--- src/rtl/hub75_scanner.sv ---
// HUB75 1/16-scan panel scanner: fetches RGB565 pixels from the frame
// buffer, shifts one bit-plane per pass and applies BCM brightness.
module hub75_scanner #(
  parameter int BRIGHTNESS_BASE       = 8,
  parameter int DISPLAY_COUNTER_WIDTH = 12
) (
  input  logic        clk_in,
  input  logic        reset,
  input  logic [2:0]  rgb_enable,
  input  logic [5:0]  brightness_enable,
  output logic [11:0] ram_address,
  output logic        ram_read_enable,
  input  logic [7:0]  ram_data_in,
  output logic [2:0]  hub75_rgb1,
  output logic [2:0]  hub75_rgb2,
  output logic        hub75_clk,
  output logic        hub75_latch,
  output logic        hub75_oe_n,
  output logic [3:0]  hub75_row_addr,
  output logic        frame_start
);

  localparam int CW = DISPLAY_COUNTER_WIDTH;

  typedef enum logic [1:0] {
    S_FETCH,
    S_LATCH,
    S_DISPLAY
  } state_e;

  // Sequencer state describes the cycle issued at the next edge;
  // every output is registered from it.
  state_e         state_q, state_d;
  logic [2:0]     sub_q, sub_d;
  logic [5:0]     col_q, col_d;
  logic [3:0]     row_q, row_d;
  logic [2:0]     plane_q, plane_d;
  logic [CW-1:0]  cnt_q, cnt_d;
  logic           oe_en_q, oe_en_d;

  logic [7:0]     top_hi_q, top_hi_d;
  logic [7:0]     top_lo_q, top_lo_d;
  logic [7:0]     bot_hi_q, bot_hi_d;

  logic [11:0]    addr_q, addr_d;
  logic           ren_q, ren_d;
  logic [2:0]     rgb1_q, rgb1_d;
  logic [2:0]     rgb2_q, rgb2_d;
  logic           hclk_q, hclk_d;
  logic           latch_q, latch_d;
  logic           oe_n_q, oe_n_d;
  logic [3:0]     row_addr_q, row_addr_d;
  logic           fstart_q, fstart_d;

  logic [CW-1:0]  disp_len;
  logic [CW-1:0]  disp_last;
  logic           disp_en;

  assign disp_len  = CW'(BRIGHTNESS_BASE) << plane_q;
  assign disp_last = disp_len - CW'(1);

  // RGB565 -> one bit of each 6-bit channel, colour-gated.
  function automatic logic [2:0] decode(
    input logic [7:0] hi,
    input logic [7:0] lo,
    input logic [2:0] p,
    input logic [2:0] en
  );
    logic [5:0] r6;
    logic [5:0] g6;
    logic [5:0] b6;
    r6 = {hi[7:3], hi[7]};
    g6 = {hi[2:0], lo[7:5]};
    b6 = {lo[4:0], lo[4]};
    return {b6[p] & en[2], g6[p] & en[1], r6[p] & en[0]};
  endfunction

  // Next sequencer state, pixel capture and registered output values.
  always_comb begin
    state_d    = state_q;
    sub_d      = sub_q;
    col_d      = col_q;
    row_d      = row_q;
    plane_d    = plane_q;
    cnt_d      = cnt_q;
    oe_en_d    = oe_en_q;
    top_hi_d   = top_hi_q;
    top_lo_d   = top_lo_q;
    bot_hi_d   = bot_hi_q;
    addr_d     = addr_q;
    ren_d      = 1'b0;
    rgb1_d     = rgb1_q;
    rgb2_d     = rgb2_q;
    hclk_d     = 1'b0;
    latch_d    = 1'b0;
    oe_n_d     = 1'b1;
    row_addr_d = row_addr_q;
    fstart_d   = 1'b0;
    disp_en    = oe_en_q;

    unique case (state_q)
      S_FETCH: begin
        unique case (sub_q)
          3'd0: begin
            addr_d   = {1'b0, row_q, col_q, 1'b1};
            ren_d    = 1'b1;
            fstart_d = (row_q == 4'd0) && (col_q == 6'd0) &&
                       (plane_q == 3'd5);
          end
          3'd1: begin
            addr_d = {1'b0, row_q, col_q, 1'b0};
            ren_d  = 1'b1;
          end
          3'd2: begin
            addr_d   = {1'b1, row_q, col_q, 1'b1};
            ren_d    = 1'b1;
            top_hi_d = ram_data_in;
          end
          3'd3: begin
            addr_d   = {1'b1, row_q, col_q, 1'b0};
            ren_d    = 1'b1;
            top_lo_d = ram_data_in;
          end
          3'd4: begin
            bot_hi_d = ram_data_in;
          end
          default: begin
            hclk_d = 1'b1;
            rgb1_d = decode(top_hi_q, top_lo_q, plane_q, rgb_enable);
            rgb2_d = decode(bot_hi_q, ram_data_in, plane_q, rgb_enable);
          end
        endcase
        if (sub_q == 3'd5) begin
          sub_d = 3'd0;
          if (col_q == 6'd63) begin
            col_d   = 6'd0;
            state_d = S_LATCH;
          end else begin
            col_d = col_q + 6'd1;
          end
        end else begin
          sub_d = sub_q + 3'd1;
        end
      end
      S_LATCH: begin
        latch_d    = 1'b1;
        row_addr_d = row_q;
        cnt_d      = '0;
        state_d    = S_DISPLAY;
      end
      S_DISPLAY: begin
        if (cnt_q == '0) disp_en = brightness_enable[plane_q];
        oe_en_d = disp_en;
        oe_n_d  = ~disp_en;
        if (cnt_q == disp_last) begin
          cnt_d   = '0;
          state_d = S_FETCH;
          if (plane_q == 3'd0) begin
            plane_d = 3'd5;
            row_d   = row_q + 4'd1;
          end else begin
            plane_d = plane_q - 3'd1;
          end
        end else begin
          cnt_d = cnt_q + CW'(1);
        end
      end
      default: begin
        state_d = S_FETCH;
      end
    endcase
  end

  // State and output registers with synchronous reset.
  always_ff @(posedge clk_in) begin
    if (reset) begin
      state_q    <= S_FETCH;
      sub_q      <= 3'd0;
      col_q      <= 6'd0;
      row_q      <= 4'd0;
      plane_q    <= 3'd5;
      cnt_q      <= '0;
      oe_en_q    <= 1'b0;
      top_hi_q   <= 8'd0;
      top_lo_q   <= 8'd0;
      bot_hi_q   <= 8'd0;
      addr_q     <= 12'd0;
      ren_q      <= 1'b0;
      rgb1_q     <= 3'd0;
      rgb2_q     <= 3'd0;
      hclk_q     <= 1'b0;
      latch_q    <= 1'b0;
      oe_n_q     <= 1'b1;
      row_addr_q <= 4'd0;
      fstart_q   <= 1'b0;
    end else begin
      state_q    <= state_d;
      sub_q      <= sub_d;
      col_q      <= col_d;
      row_q      <= row_d;
      plane_q    <= plane_d;
      cnt_q      <= cnt_d;
      oe_en_q    <= oe_en_d;
      top_hi_q   <= top_hi_d;
      top_lo_q   <= top_lo_d;
      bot_hi_q   <= bot_hi_d;
      addr_q     <= addr_d;
      ren_q      <= ren_d;
      rgb1_q     <= rgb1_d;
      rgb2_q     <= rgb2_d;
      hclk_q     <= hclk_d;
      latch_q    <= latch_d;
      oe_n_q     <= oe_n_d;
      row_addr_q <= row_addr_d;
      fstart_q   <= fstart_d;
    end
  end

  assign ram_address     = addr_q;
  assign ram_read_enable = ren_q;
  assign hub75_rgb1      = rgb1_q;
  assign hub75_rgb2      = rgb2_q;
  assign hub75_clk       = hclk_q;
  assign hub75_latch     = latch_q;
  assign hub75_oe_n      = oe_n_q;
  assign hub75_row_addr  = row_addr_q;
  assign frame_start     = fstart_q;

endmodule

--- config.mk ---
export PLATFORM = sky130hd
export DESIGN_NAME = hub75_scanner
export DESIGN_NICKNAME = d
export VERILOG_FILES = /design/src/rtl/hub75_scanner.sv
export SDC_FILE = /design/constraint.sdc
export NUM_CORES = 1
export LEC_CHECK = 0
export BUFFER_PORTS_ARGS = -buffer_cell sky130_fd_sc_hd__buf_4
export CAP_MARGIN = 20
export CORE_MARGIN = 2
export CORE_UTILIZATION = 35
export DETAILED_ROUTE_END_ITERATION = 7
export GPL_TIMING_DRIVEN = 0
export PLACE_DENSITY = 0.64
export SLEW_MARGIN = 20
export SYNTH_ARGS = -nofsm -noshare
export SYNTH_HDL_FRONTEND = slang
export SYNTH_SLANG_ARGS = --single-unit
--- constraint.sdc ---
create_clock -name clk_in -period 4.2 [get_ports clk_in]
set_input_delay 0.42 -clock clk_in [delete_from_list [all_inputs] [get_ports clk_in]]
set_output_delay 0.42 -clock clk_in [all_outputs]
set_load 0.02 [all_outputs]
* Word-level counts from Yosys, hierarchy flattened
Cells that the tools add are included.
** Word-level totals
- Input port bits :: 19
- Register bits after elaboration :: 82
- Output and inout port bits :: 27
- Logic and storage cells :: 104
** Cells by class
- Reduce and logical (&&, ||, !) cells :: 24
- Bitwise operators :: 11
- Equal/unequal tests :: 13
- Add/subtract/negate cells :: 6
- Order comparisons :: 1
- Multiplexer cells :: 29
- Shifts and indexed selects :: 1
** Operator list (number)
- 12-bit case mux with 4 select lines :: 1
- 12-bit case mux with 2 select lines :: 1
- 1-bit binary-select mux with 3-bit select :: 7
- 2-bit AND reduction :: 7
- 12-bit by 1-bit adder with 12-bit output (second input constant) :: 1
- 12-bit == test :: 1
- 12-bit zero test :: 1
- 1-bit two-way mux :: 12
- 12-bit two-way mux :: 1
- 4-bit by 3-bit left shift with 12-bit output (first input constant) :: 1
- 12-bit by 1-bit subtractor with 12-bit output (second input constant) :: 1
- 3-bit == test (second input constant) :: 3
- 6-bit by 1-bit adder with 6-bit output (second input constant) :: 1
- 1-bit bitwise AND :: 6
- 3-bit by 2-bit == test with 1-bit output (second input constant) :: 2
- 6-bit == test (second input constant) :: 1
- 3-bit zero test :: 2
- 6-bit zero test :: 1
- 2-bit two-way mux :: 3
- 3-bit two-way mux :: 2
- 6-bit two-way mux :: 1
- 2-bit inequality test (second input constant) :: 3
- 2-bit case mux with 3 select lines :: 1
- 3-bit AND reduction :: 2
- other kinds (17) :: 23

* Logic depth before layout (Yosys ltp)
- Depth in word-level cells :: 5
- Mapped depth :: 11

* Worst setup path after synthesis
Ideal clock, no wire load.
- Path kind :: reg2reg
- Start point :: register plane_q[0]
- End point :: register row_q[3]
- Buffers on the path :: 1
- Period minus slack after synthesis :: 3.111 ns
- Setup slack :: 1.089 ns
- Data required time :: 4.130 ns
- Arrival time :: 3.041 ns
- Cell stages (with the launch flop) :: 11
- Cell sequence :: dfxtp_1 buf_2 clkinv_1 or3_1 ha_1 or4b_2 o211ai_1 xnor2_1 o211ai_4 or4_1 a21oi_1
** On the way
- Cells in the longest elaborated chain, start to end :: 4
- Elaborated cells between the ends (all ways) :: 5
- Those cells by class :: add/sub: 1; eq/ne: 1; shift: 1; reduce/logical: 2
** RTL lines
- from (decl) :: line 37 : logic [2:0] plane_q, plane_d;
- from (signal assigned) :: line 201 : plane_q <= plane_d;
- 4-bit by 3-bit left shift with 12-bit output :: line 59 : assign disp_len = CW'(BRIGHTNESS_BASE) << plane_q;
- 12-bit by 1-bit subtractor with 12-bit output :: line 60 : assign disp_last = disp_len - CW'(1);
- 12-bit == test :: line 155 : if (cnt_q == disp_last) begin
- 3-bit AND reduction (no source line) (*)
- to (signal assigned) :: line 200 : row_q <= row_d;
- to (decl) :: line 36 : logic [3:0] row_q, row_d;
Every way passes the cells marked *; elsewhere a longest branch is shown, timed or not.
A chain may end at the register's enable or synchronous reset.

* Worst setup path after layout
- Start point :: register plane_q[0]
- End point :: register state_q[1]
** On the way
- Cells in the longest elaborated chain, start to end :: 5
** RTL lines
- 4-bit by 3-bit left shift with 12-bit output :: line 59
- 12-bit by 1-bit subtractor with 12-bit output :: line 60
- 12-bit == test :: line 155
- 2-bit inequality test (no source line)
- 3-bit AND reduction (no source line)
- to (signal assigned) :: line 197 : state_q <= state_d;
- to (decl) :: line 33 : state_e state_q, state_d;
No other way between the ends.

==> results.md <==
- STA classifies the critical path startpoint as a register.
- The number of design rule violations left after detail routing is 0.
- The maximum clock frequency is 0.278 GHz.
- The portion of total power attributed to combinational logic is slightly below 8%.
- The first detailed-routing pass took 4 iterations.
- The number of global-route vias before repair was 3333.
- The data arrival time of the critical path is roughly 3.9 ns.
- Cells with a size suffix above 1 make up approximately 15% of the layout.
- The core region is roughly 11000 µm².
- The share of the core filled with cells in the final layout is a little over two fifths.
- The sum of overflow across all layers after global routing is 0.
- Across every metal layer, demand over resource in global routing totals 17.4%.
- The width of the die is 110 µm.
- At the pin with the least slew margin, the transition time is approximately 0.96 ns.
- For this design the static power due to leakage is around 0.0017 µW.
- The clock reaches the later pin of the worst-skew pair after 0.37 ns.
- Across the run, the number of max-cap violations was 0.
- The most used flip-flop cell after synthesis is dfxtp_1.
- The layout has ~1100 filler cells.
- The register share of total power is between 50% and 60%.
- The setup violation total in the final timing report is 0.
- The number of nets still failing antenna checks after routing is 0.
- The area added between synthesis and finish is 18.0%.
- The share of the synthesized netlist area taken by xor and xnor gates is 4.24%.
- The detailed router finished its first iteration with 175 violations.
- Net switching is between 20% and 30% of the power.
- The highest-delay cell along the critical path is or4b_2.
- The number of nets handed over by synthesis was between 400 and 500.
- The share of synthesized cell area in and, or, nand and nor gates is between 20% and 30%.
- The origin of the critical flop-to-flop path is plane_q[0].
- The number of antenna violations at the first check in global routing is 0.
- The total half-perimeter wirelength after legalization and detailed placement is about 7300 µm.
- Along the worst hold path, the cell count comes to 2.
- The worst register-to-register path has a depth of 10.
- In the synthesized netlist the async set-or-reset flop fraction comes to 0%.
- After layout, the worst path uses between 80% and 90% of the clock period.
- Setup repair after global routing left no endpoint under its margin.
- The average vias per placed instance is between 5 and 6.
- In this run the critical register-to-register path is captured at state_q[1].
- The distinct cell type count of the synthesized netlist is 56.
- The overall die height is 110 µm.
- The family with the most delay on the worst path is simple AND/OR/NAND/NOR gates.
- Total power for the finished layout comes to about 1500 µW.
- Across all layers, the routed design uses 3442 vias.
- The TritonCTS clock tree is yes.
- The switching power of the nets is 416 µW.
- Pin placement for this block handled 46 I/O pins.
- The worst-case IR drop observed on VDD is around 0.00014 V.
- Summing the areas of all compound-gate instances in the mapped netlist gives 12.9% of the synthesized area.
- The hold-fix buffer count after cts is 0.
- The mux cell area share after synthesis is between 10% and 20%.
- The number of instances resized during post-cts repair is 0.
- The die area is roughly 12000 µm².
- The sequential element share of the synthesized area is a little over two fifths.
- Input and output buffers added on the ports amount to between 40 and 50.
- Per report_power, the clock group accounts for 38.3% of the total.
- The sum of negative setup slack is 0 ns.
- Clock tree synthesis found a total of between 80 and 90 sinks.
- In this run the clock root is driven by a clkbuf_8.
- The diode insertion count for antenna repair is 0.
- The run finished with clean final reports.
- At the end of the flow, the number of nets in the layout was roughly 540.
- By area, the combinational part of the netlist is dominated by simple AND/OR/NAND/NOR gates.
- On the final layout, the worst clock skew is between 0.01 and 0.015 ns.
- The internal power component is 1070 µW.
- The worst pin sits at a relative slew slack of 35.8%.
- The first global-routing pass estimated around 16000 µm of wire.
- The register bit count reported by yosys is a little over 80.
- STA classifies the critical path endpoint as a register.
- Dividing the detail-routed wire length by the instance count gives roughly 15 µm.
- The mapped netlist covers about 3900 µm².
- On the worst path, the slowest cell contributes a delay of slightly above 0.6 ns.
- In this run, CTS created clock tree buffers numbering 9.
- The final count of hold timing violations is 0.
- The largest net degree at the start of global routing is 18.
- The synthesized netlist devotes between 3 and 4% of its cell area to adder and majority cells.
- Counting along the longest clock path gives a buffer depth of 2.
- By startpoint and endpoint, the worst setup path is classified as reg2reg.
- Post-CTS timing repair inserted 0 buffers for setup.
- The path category of the worst min-delay check is in2reg.
- The number of buffers and inverters on the critical path is 2.
- The H-tree level count is 3.
- The count of pins over their slew limit came to 0.
- The power density relative to cell area is 322 nW/µm².
- Data on the critical path is required at its endpoint by roughly 4.5 ns.
- In this run, synthesis inferred 0 flip-flops with an integrated enable.
- Of all nets on the critical path, the largest fanout is 10.
- The synthesized netlist cell count is between 400 and 500.
- The setup slack of the worst register-to-register path is roughly 0.6 ns.
- The placer congestion estimate is 0.889.
- Once placement finished, the instance area stood at around 4400 µm².
- The worst hold path terminates at hub75_latch.
- The startpoint of the tightest hold check path is reset.
- The critical path goes through buf_2 > clkinv_1 > or3_1 > ha_1 > or4b_2 > o211ai_1 > xnor2_1 > o211ai_4 > a2bb2oi_1 > mux2_2.
- Once layout is done, the placed cells without fillers occupy roughly 4600 µm².
- After clock tree synthesis, the clock-pin slew on the worst setup and hold paths is about 0.1 ns.
- Wires add up to ~10000 µm.
- The initial core utilization is 36.0%.
- The mean instance size in the synthesized netlist is 8.68 µm².
- The warning count from the yosys run is 0.
- The total number of placement rows is 38.
- The time the final worst path needs with I/O delays and setup is between 3 and 4 ns.
-- registers in the layout, summed over array words and instances, names as in the netlist, 2 cells and up --
| signal | cells |
|---|---|
| cnt_q | 12 |
| ram_address | 12 |
| hub75_rgb1 | 3 |
| col_q | 6 |
| hub75_row_addr | 4 |
| top_lo_q | 8 |
| sub_q | 3 |
| bot_hi_q | 8 |
| row_q | 4 |
| state_q | 2 |
| top_hi_q | 8 |
| hub75_rgb2 | 3 |
| plane_q | 3 |
-- kinds of logic (layout without fill, tap and decap cells) --
logic type	Yosys count	in the layout
AO/OA/AOI/OAI	77	77
XOR/XNOR	19	19
adder cells (fa/ha/maj)	11	11
buffers and inverters	45	106
flip-flops	82	82
multiplexers	41	41
AND/OR/NAND/NOR	177	177
-- worst reg2reg max path, cell delays in order, from the launching register on --
cell and delay, ns:
dfxtp_1 0.36, buf_2 0.27, clkinv_1 0.34, or3_1 0.46, ha_1 0.26, or4b_2 0.62
o211ai_1 0.15, xnor2_1 0.23, o211ai_4 0.20, a2bb2oi_1 0.26, mux2_2 0.35
-- Yosys cell counts (all sizes together), types with 8 or more instances --
cell | instances | share of area (%)
dfxtp | 82 | 42
nor2 | 62 | 5.9
mux2i | 35 | 8.9
nand2 | 35 | 3.3
a21oi | 32 | 4.2
nand3 | 24 | 3.1
inv | 19 | 1.8
clkbuf | 17 | 1.6
nor3 | 16 | 2.2
o21ai | 14 | 1.8
xor2 | 12 | 2.7
ha | 11 | 3.5
buf | 8 | 0.89
nand4 | 8 | 1.3
-- placed cells by master, fill, tap and decap left out, types with 2 or more instances in the layout --
cell      instances
nor2_1           62
inv_1            19
and3_1            3
o211ai_1          4
nand3b_1          3
nand2_1          35
or4_1             3
o22ai_1           4
clkbuf_8          9
nand3_1          24
a21oi_1          31
buf_4            45
or3_1             4
mux2i_1          35
nand2b_1          6
clkbuf_1         17
xnor2_1           7
ha_1             11
o31ai_1           5
mux2_2            2
o21ai_0          13
buf_2             4
a31oi_1           2
mux4_2            3
dfxtp_1          82
xor2_1           12
buf_1             4
nor2b_1           4
nor3_1           15
inv_6             4
nor4_1            3
nand4_1           8
-- power by group through the flow --
stage               Sequential (µW)  Combinational [µW]  Clock [µW]
finish                          803                 115         570
global route                    806                 127         620
CTS                             803                 116         587
detailed placement              821                 116           0
global placement                821                 114           0
floorplan                       825                64.1           0
-- routing by layer --
layer	wire length, µm	part of all wire, %	track usage, %
met4	174	1.7	5.42
met2	4820	48	29.4
met5	0	0	0
met3	568	5.7	4.68
met1	4400	44	21.6
-- worst max path at each step --
stage | endpoint | slack [ns] | cells after the start | startpoint
2_1_floorplan | row_q[3] | 1.09 | 10 | plane_q[0]
3_3_place_gp | row_q[3] | 0.66 | 10 | plane_q[0]
3_5_place_dp | row_q[3] | 0.62 | 11 | plane_q[0]
4_1_cts | state_q[1] | 0.59 | 10 | plane_q[0]
5_1_grt | row_q[3] | 0.39 | 11 | plane_q[0]
6_report | state_q[1] | 0.60 | 10 | plane_q[0]
-- per-stage QoR --
stage	hold WS [ns]	setup slack, ns	instances
detailed placement	0.447	0.619	637
floorplan	0.433	1.09	452
global route	0.246	0.391	653
global placement	0.440	0.658	637
finish	0.262	0.601	653
CTS	0.247	0.587	653
-- final cells by class --
| class | instances | area, µm² | share of cell area (%) |
|---|---|---|---|
| clock buffer | 9 | 124 | 2.68 |
| tap | 140 | 175 | 3.78 |
| clock inverter | 7 | 70.1 | 1.51 |
| sequential | 82 | 1640 | 35.5 |
| inverter | 20 | 75.1 | 1.62 |
| multi-input combinational | 325 | 2110 | 45.5 |
| timing repair buffer | 45 | 338 | 7.30 |
| buffer | 25 | 98.8 | 2.14 |
(Power assumes the default switching activity.)
